--- src/rtl/mux_pkg.sv ---
// Shared constants for the scanning channel mux: mode encodings and default geometry.
package mux_pkg;
  localparam logic MODE_MANUAL = 1'b0;
  localparam logic MODE_AUTO   = 1'b1;

  localparam int CHANNELS_D = 16;
  localparam int SEL_W_D    = 4;
  localparam int WIDTH_D    = 1;
  localparam int DWELL_D    = 2;
endpackage

--- src/rtl/mux_dwell_cnt.sv ---
// Dwell counter for the auto-scan sequencer: counts 0..DWELL-1 on enabled cycles
// and pulses tick on the last count.
module mux_dwell_cnt #(
  parameter int DWELL = 2
) (
  input  logic clk,
  input  logic rst,
  input  logic en,
  input  logic clr,
  output logic tick,
  output logic at_start
);
  localparam int CW = $clog2(DWELL) + 1;

  logic [CW-1:0] cnt_q, cur;

  // clr makes this cycle count as dwell 0, so a restarted scan holds its first
  // channel for the full dwell; with en low it simply parks the count at 0.
  assign cur      = clr ? '0 : cnt_q;
  assign tick     = en && (cur == CW'(DWELL - 1));
  assign at_start = (cur == '0);

  always_ff @(posedge clk) begin
    if (rst)       cnt_q <= '0;
    else if (en)   cnt_q <= tick ? '0 : cur + CW'(1);
    else if (clr)  cnt_q <= '0;
  end
endmodule

--- src/rtl/mux_scan_seq.sv ---
// Registered N:1 channel mux with manual select or auto-scan sequencing;
// owns the channel pointer, wrap tracking and output registers.
module mux_scan_seq
  import mux_pkg::*;
#(
  parameter int WIDTH    = WIDTH_D,
  parameter int CHANNELS = CHANNELS_D,
  parameter int SEL_W    = SEL_W_D,
  parameter int DWELL    = DWELL_D
) (
  input  logic                      clk,
  input  logic                      rst,
  input  logic                      en,
  input  logic                      mode,
  input  logic [SEL_W-1:0]          sel_in,
  input  logic [CHANNELS*WIDTH-1:0] data_in,
  output logic [WIDTH-1:0]          y,
  output logic [SEL_W-1:0]          sel_out,
  output logic                      valid,
  output logic                      wrap
);
  logic [CHANNELS-1:0][WIDTH-1:0] ch;
  logic [SEL_W-1:0] chan_q, cur_chan;
  logic [WIDTH-1:0] man_d, auto_d;
  logic mode_q, wrap_pend, pend_eff, entry, in_range, last, wrap_hit;
  logic tick, at_start;

  assign ch       = data_in;
  assign entry    = (mode == MODE_AUTO) && (mode_q == MODE_MANUAL);
  assign cur_chan = entry ? '0 : chan_q;
  assign pend_eff = entry ? 1'b0 : wrap_pend;
  assign last     = (cur_chan == SEL_W'(CHANNELS - 1));
  assign in_range = ({1'b0, sel_in} < (SEL_W + 1)'(CHANNELS));
  assign wrap_hit = pend_eff && (cur_chan == '0) && at_start;

  always_comb begin
    man_d  = '0;
    auto_d = '0;
    for (int c = 0; c < CHANNELS; c++) begin
      if (sel_in == SEL_W'(c))   man_d  = ch[c];
      if (cur_chan == SEL_W'(c)) auto_d = ch[c];
    end
  end

  mux_dwell_cnt #(.DWELL(DWELL)) u_dwell (
    .clk      (clk),
    .rst      (rst),
    .en       (en && (mode == MODE_AUTO)),
    .clr      (en && ((mode == MODE_MANUAL) || entry)),
    .tick     (tick),
    .at_start (at_start)
  );

  always_ff @(posedge clk) begin
    if (rst) begin
      y         <= '0;
      sel_out   <= '0;
      valid     <= 1'b0;
      wrap      <= 1'b0;
      chan_q    <= '0;
      mode_q    <= MODE_MANUAL;
      wrap_pend <= 1'b0;
    end else if (!en) begin
      valid <= 1'b0;
      wrap  <= 1'b0;
    end else begin
      mode_q <= mode;
      if (mode == MODE_MANUAL) begin
        y       <= in_range ? man_d : '0;
        sel_out <= sel_in;
        valid   <= in_range;
        wrap    <= 1'b0;
        chan_q  <= '0;
      end else begin
        y       <= auto_d;
        sel_out <= cur_chan;
        valid   <= 1'b1;
        wrap    <= wrap_hit;
        if (tick) chan_q <= last ? '0 : cur_chan + SEL_W'(1);
        else      chan_q <= cur_chan;
        // pending wrap survives until channel 0's first output consumes it
        wrap_pend <= (tick && last) || (pend_eff && !wrap_hit);
      end
    end
  end
endmodule

--- config.mk ---
export PLATFORM = sky130hd
export DESIGN_NAME = mux_scan_seq
export DESIGN_NICKNAME = d
export VERILOG_FILES = /design/src/rtl/mux_pkg.sv /design/src/rtl/mux_dwell_cnt.sv /design/src/rtl/mux_scan_seq.sv
export SDC_FILE = /design/constraint.sdc
export NUM_CORES = 1
export LEC_CHECK = 0
export CORE_MARGIN = 3
export CORE_UTILIZATION = 50
export CTS_CLUSTER_DIAMETER = 150
export DETAILED_ROUTE_END_ITERATION = 10
export HOLD_SLACK_MARGIN = 0.12
export PLACE_DENSITY = 0.82
export SETUP_SLACK_MARGIN = 0.5
export SYNTH_ARGS = -nofsm -noshare
export SYNTH_HDL_FRONTEND = slang
export SYNTH_SLANG_ARGS = --single-unit
--- constraint.sdc ---
create_clock -name clk -period 5.35 [get_ports clk]
set_input_delay 0.535 -clock clk [delete_from_list [all_inputs] [get_ports clk]]
set_output_delay 0.535 -clock clk [all_outputs]
set_load 0.02 [all_outputs]
# == Word level (Yosys, flattened, before mapping) ==
# Index checks and enable logic that the tools add are counted.
# totals
output_inout_bits,7
register_bits,15
# classes
muxes,43
eq_ne,31
add_sub_neg,2
n_reduce_logical,16
n_bitwise,3
# ops
operator,n
"equality test 4 bit, second input constant",16
two-way mux 1 bit,35
"equality test 4 x 3 -> 1 bit, second input constant",8
two-way mux 4 bit,5
"equality test 4 x 2 -> 1 bit, second input constant",4
"equality test 4 x 1 -> 1 bit, second input constant",2
logical AND 1 bit,8
zero test 4 bit,2
two-way mux 2 bit,3
"adder 4 x 1 -> 4 bit, second input constant",1
NOT 1 bit,3
OR reduction 3 bit,1
"adder 2 x 1 -> 2 bit, second input constant",1
"equality test 2 x 1 -> 1 bit, second input constant",1
zero test 2 bit,1
logical OR 1 bit,2
AND reduction 2 bit,1
zero test 1 bit,1

# == Logic depth before layout (Yosys ltp) ==
# depth
ltp_word,21
depth_mapped,11
ltp_nobuf,9

# == By module ==
# Synthesis repeated with hierarchy kept, for this count alone.
# hier_totals
cells_unflattened,153
area_unflattened_um2,1153.6
# modules_own_cells
module,area_per_inst_um2,cells_per_inst,n_inst,seq_area_each_um2
mux_scan_seq,1058.5,142,1,260.2
mux_dwell_cnt,95.1,11,1,40.0

# == Worst setup path before layout ==
# Ideal clock, no wire load.
# synth_timing
path_kind,input-to-reg
start,input mode
end,register y
t_required_ps,5230
n_path_buf,2
arrival_ps,2455
setup_ps,120
slack_ps,2775
stages,10
path_cell_list,clkbuf_1 -> nand2b_1 -> nand2_1 -> inv_1 -> ha_1 -> clkbuf_1 -> or4b_2 -> a21oi_1 -> o2bb2ai_1 -> a211o_1
# synth_via
elab_chain_len,20
word_cells_on_any_way,35
cone_classes,eq/ne (15); mux (18); reduce/logical (2)
# synth_lines
item,line_no,text
from (decl),mux_scan_seq.sv:14,"input logic mode,"
logical AND 1 bit,mux_scan_seq.sv:29,assign entry = (mode == MODE_AUTO) && (mode_q == MODE_MANUAL);
two-way mux 4 bit,mux_scan_seq.sv:30,assign cur_chan = entry ? '0 : chan_q;
zero test 4 bit,mux_scan_seq.sv:41,if (cur_chan == SEL_W'(c)) auto_d = ch[c];
two-way mux 1 bit (16 in a row),mux_scan_seq.sv:41,
two-way mux 1 bit (*),mux_scan_seq.sv:68,if (mode == MODE_MANUAL) begin
to (signal assigned),mux_scan_seq.sv:69,y <= in_range ? man_d : '0;
to (signal assigned),mux_scan_seq.sv:75,y <= auto_d;
to (decl),mux_scan_seq.sv:17,"output logic [WIDTH-1:0] y,"
# Every way passes the cells marked *; elsewhere a longest branch is shown, timed or not.
# A chain may end at the register's enable or synchronous reset.

# == Worst setup path after layout ==
# Same ends and word-level chain as after synthesis.

==> tab_implementation.tex <==
\begin{tabular}{lr}
\hline
Metric & Value \\
\hline
\multicolumn{2}{l}{\textbf{STA}} \\
\quad Final hold viol count & 0 \\
\quad Tightest Pin Transition & roughly 0.73 ns \\
\quad Tcrit/Tclk final & between 50\% and 60\% \\
\quad Final setup viols & 0 \\
\quad Setup repair after global routing missed its margin & false \\
\quad Time the final worst path needs with I/O delays and setup & 3.06 ns \\
\quad Max frequency & $\sim$330 MHz \\
\quad Slew Limit Headroom & about 51\% \\
\quad Total negative slack & 0 ns \\
\quad Max-slew violation count & 0 \\
\quad Worst clock skew on the final layout & around 0.011 ns \\
\multicolumn{2}{l}{\textbf{Global route}} \\
\quad GRT Util Overall & 22.6\% \\
\quad Largest net degree at the start of global routing & 24 \\
\quad Number of global-route vias before repair & 1140 \\
\quad Initial antenna violation count & 0 \\
\quad First-pass GRT wire length & $\sim$5000 um \\
\quad GR Overflow Total & 0 \\
\multicolumn{2}{l}{\textbf{Detailed routing}} \\
\quad Starting DRT DRC Count & 41 \\
\quad Wire length per cell & about 15 um \\
\quad Overall via count from detail\_route & between 1000 and 1500 \\
\quad Routed wire length on met3 & about 170 um \\
\quad First-pass DRT Iterations & 4 \\
\quad \# DRC & 0 \\
\quad M1 WL & between 1000 and 1500 um \\
\quad Total length of routed wires & approximately 3000 um \\
\quad Via-per-instance ratio & a little over 6 \\
\quad Post-route ant nets & 0 \\
\quad Highest signal layer in the routed design & met4 \\
\quad Met2 wire len & 1470 um \\
\multicolumn{2}{l}{\textbf{Placement}} \\
\quad Post-detailed-placement half-perimeter wirelength & between 2000 and 2500 um \\
\quad IO buf count & 30 \\
\quad Post-detailed-placement cell area & around 0.0015 mm\^{}2 \\
\quad Inst Count DP & around 200 \\
\quad Final GP Congestion & 0.938 \\
\multicolumn{2}{l}{\textbf{Cells and area}} \\
\quad Fraction of final layout cells sized beyond drive strength 1 & slightly below 6\% \\
\quad Final-stage net count & roughly 200 \\
\quad Area Growth Syn to Fin & 24.4\% \\
\quad Final instance area & about 0.0015 mm\^{}2 \\
\quad Share of the core filled with cells in the final layout & roughly 67\% \\
\quad Diodes inserted & 0 \\
\quad Number of standard cells in the final layout excluding fillers & 201 \\
\multicolumn{2}{l}{\textbf{Power and ir drop}} \\
\quad Share of power burned in combinational logic & approximately a quarter \\
\quad Post-route total power & 0.000247 W \\
\quad Ratio of total power to cell area & 166 mW/mm\^{}2 \\
\quad Pleak & 0.550 nW \\
\quad Switch share & 27.9\% \\
\quad Fraction of power consumed by the clock network & roughly a quarter \\
\quad Net switching component of the power & between 0.00006 and 0.00007 W \\
\quad VDD IR-drop max & between 150 and 200 uV \\
\quad Int Pwr & roughly 0.00018 W \\
\quad Seq pwr share & between 40\% and 50\% \\
\multicolumn{2}{l}{\textbf{Floorplanning}} \\
\quad Std-Cell Core Area & about 0.0022 mm\^{}2 \\
\quad Vert. Die Dim & roughly 55 um \\
\quad Initial standard-cell utilization of the core & between 50 and 60\% \\
\quad Standard-cell rows & 17 \\
\quad Die footprint & about 0.0030 mm\^{}2 \\
\quad Chip Width & between 50 and 60 um \\
\quad I/O Pins & 31 \\
\multicolumn{2}{l}{\textbf{Clocking}} \\
\quad Quantity of gates resized following cts & 0 \\
\quad CTS root buffer & sky130\_fd\_sc\_hd\_\_clkbuf\_4 \\
\quad Total clock sinks & 15 \\
\quad Hold bufs inserted after CTS & 0 \\
\quad Maximum level of the CTS H-tree & 1 \\
\quad Total clock buffers created by CTS & 3 \\
\quad Source-to-sink clock delay at the later pin of the worst-skew pair & between 0.2 and 0.3 ns \\
\quad Postcts setup bufs & 0 \\
\quad CTS tree & built \\
\quad Buffer depth of the longest clock path & 2 \\
\quad Clk slew on worst S/H paths & about 0.1 ns \\
\multicolumn{2}{l}{\textbf{Synth}} \\
\quad Number of warnings issued by yosys & 0 \\
\quad Main combinational cell family by area after synthesis & simple AND/OR/NAND/NOR gates \\
\quad Post-Synth Simple-Gate Area & just over 30\% \\
\quad Share of async-settable or async-resettable flops after synthesis & 0\% \\
\quad Mean post-synth cell area & between 7 and 8 um\^{}2 \\
\quad Unique masters post-synth & 41 \\
\quad Total of flip-flops plus latches after synthesis & 15 \\
\quad Sequential area share after synthesis & about 25\% \\
\quad Top flip-flop cell by instance count after synthesis & sky130\_fd\_sc\_hd\_\_dfxtp\_1 \\
\quad Syn Std Cell Area & roughly 0.0012 mm\^{}2 \\
\quad Synth Area in Compound Gates & about a quarter \\
\quad Share of the synthesized netlist area taken by xor and xnor gates & 0\% \\
\quad Share of cell area taken by muxes after synthesis & 8.69\% \\
\quad Synthesized netlist net count & approximately 180 \\
\quad EDFF count, synth & 0 \\
\quad Adder-Cell Fraction of Synth Area & about 4.2\% \\
\quad Post-Syn Instances & approximately 150 \\
\multicolumn{2}{l}{\textbf{Critical path}} \\
\quad Launching element type of the critical path & primary input \\
\quad Category of the worst setup path capture point & flip-flop \\
\quad Signal arrival time at the worst endpoint & between 3 and 4 ns \\
\quad Number of cells traversed by the worst register-to-register path & 8 \\
\quad Maximum fanout along the worst path & 17 \\
\quad Required time worst endpoint & about 5.5 ns \\
\quad Worst R2R Setup Slack & about 2.7 ns \\
\quad Class of the most critical setup path & in2reg \\
\multicolumn{2}{l}{\textbf{Flow run}} \\
\quad Max capacitance violation total & 0 \\
\multicolumn{2}{l}{\textbf{Min path}} \\
\quad Class of the tightest hold or removal check & reg2reg \\
\quad Min-Delay Path Depth & 2 \\
\multicolumn{2}{l}{\textbf{Status}} \\
\quad Status & complete, no violations \\
\hline
\end{tabular}
-- power by group through the flow --
stage          sequential [W]  combinational, W   clock, W
2_1_floorplan        0.000125         0.0000310          0
3_3_place_gp         0.000122         0.0000617          0
3_5_place_dp         0.000123         0.0000626          0
4_1_cts              0.000120         0.0000631  0.0000669
5_1_grt              0.000121         0.0000683  0.0000710
6_report             0.000120         0.0000628  0.0000645
-- critical path, cell delays in order --
cell	delay, ns
sky130_fd_sc_hd__clkdlybuf4s50_1	0.67
sky130_fd_sc_hd__nand2b_1	0.31
sky130_fd_sc_hd__nand2_1	0.14
sky130_fd_sc_hd__inv_1	0.11
sky130_fd_sc_hd__ha_1	0.33
sky130_fd_sc_hd__or4b_2	0.62
sky130_fd_sc_hd__a21oi_1	0.15
sky130_fd_sc_hd__o2bb2ai_1	0.08
sky130_fd_sc_hd__a211o_1	0.29
-- through the flow --
step,setup WS [ns],hold slack [ns]
final,2.29,0.486
after detailed placement,2.03,0.477
after floorplan,2.78,0.454
after global placement,2.15,0.475
after global routing,2.09,0.529
after CTS,2.34,0.493
-- cell type report --
type / instances / area, um^2
fillers: 204 / 747
multi-input cells: 117 / 797
well taps: 28 / 35.0
repair buffers: 30 / 300
inverters: 7 / 26.3
clock inverters: 1 / 5.00
flip-flops and latches: 15 / 300
clock buffers: 3 / 22.5
-- cell families after synthesis --
group,count (synthesis)
muxes,7
AOI/OAI and AO/OA,40
and+or+nand+nor,66
DFF,15
buffers and inverters,21
adders and majority gates,4
-- cells in the mapped netlist (3+ instances only) --
cell type	instances	share of area, %
sky130_fd_sc_hd__mux2i_1	4	3.4
sky130_fd_sc_hd__inv_1	7	2.2
sky130_fd_sc_hd__o21ai_0	6	2.5
sky130_fd_sc_hd__a21oi_1	9	3.8
sky130_fd_sc_hd__clkbuf_1	8	2.5
sky130_fd_sc_hd__nor2_1	15	4.7
sky130_fd_sc_hd__buf_2	3	1.3
sky130_fd_sc_hd__a311oi_1	5	3.7
sky130_fd_sc_hd__dfxtp_1	15	25
sky130_fd_sc_hd__ha_1	4	4.2
sky130_fd_sc_hd__nor2b_1	6	3.1
sky130_fd_sc_hd__nand3_1	8	3.4
sky130_fd_sc_hd__nand2b_1	8	4.2
sky130_fd_sc_hd__nand2_1	12	3.8
sky130_fd_sc_hd__nor3b_1	4	2.5
sky130_fd_sc_hd__o211ai_1	4	2.5
-- registers in the layout (all words and copies together) (netlist names) --
register and flops:
u_dwell.cnt_q 2, wrap_pend 1, chan_q 4, mode_q 1
wrap 1, valid 1, sel_out 4, y 1
-- routing by layer --
metal  up-vias  global-route usage (%)
met1       572                    27.7
li1        612                       -
met5         -                       0
met2        36                    39.0
met4         0                    5.39
met3         6                    5.72
-- path summary, 6_finish.rpt --
| check | start | to |
|---|---|---|
| setup / recovery | mode | y$_SDFFE_PP0P_ |
| hold / removal | sel_out[3]$_SDFFE_PP0P_ | sel_out[3]$_SDFFE_PP0P_ |
| setup reg to reg | mode_q$_SDFFE_PP0P_ | y$_SDFFE_PP0P_ |
| hold reg to reg | sel_out[3]$_SDFFE_PP0P_ | sel_out[3]$_SDFFE_PP0P_ |
-- cell usage in the layout (no fill, tap or decap), types with 2 or more instances in the layout --
master / instances
sky130_fd_sc_hd__a2111oi_0: 2
sky130_fd_sc_hd__nand4_1: 2
sky130_fd_sc_hd__dfxtp_1: 15
sky130_fd_sc_hd__a22oi_1: 2
sky130_fd_sc_hd__mux4_1: 2
sky130_fd_sc_hd__a211oi_1: 2
sky130_fd_sc_hd__a311oi_1: 5
sky130_fd_sc_hd__nor2b_1: 6
sky130_fd_sc_hd__a31oi_1: 2
sky130_fd_sc_hd__inv_1: 7
sky130_fd_sc_hd__a211o_1: 2
sky130_fd_sc_hd__and3b_1: 2
sky130_fd_sc_hd__ha_1: 4
sky130_fd_sc_hd__clkdlybuf4s50_1: 30
sky130_fd_sc_hd__nand3_1: 8
sky130_fd_sc_hd__o21ai_0: 6
sky130_fd_sc_hd__clkbuf_4: 3
sky130_fd_sc_hd__nor4_1: 2
sky130_fd_sc_hd__o211ai_1: 4
sky130_fd_sc_hd__nor3b_1: 4
sky130_fd_sc_hd__mux2i_1: 4
sky130_fd_sc_hd__nor2_1: 15
sky130_fd_sc_hd__a21oi_1: 9
sky130_fd_sc_hd__nand2b_1: 8
sky130_fd_sc_hd__nand2_1: 12
(Power assumes the default switching activity.)
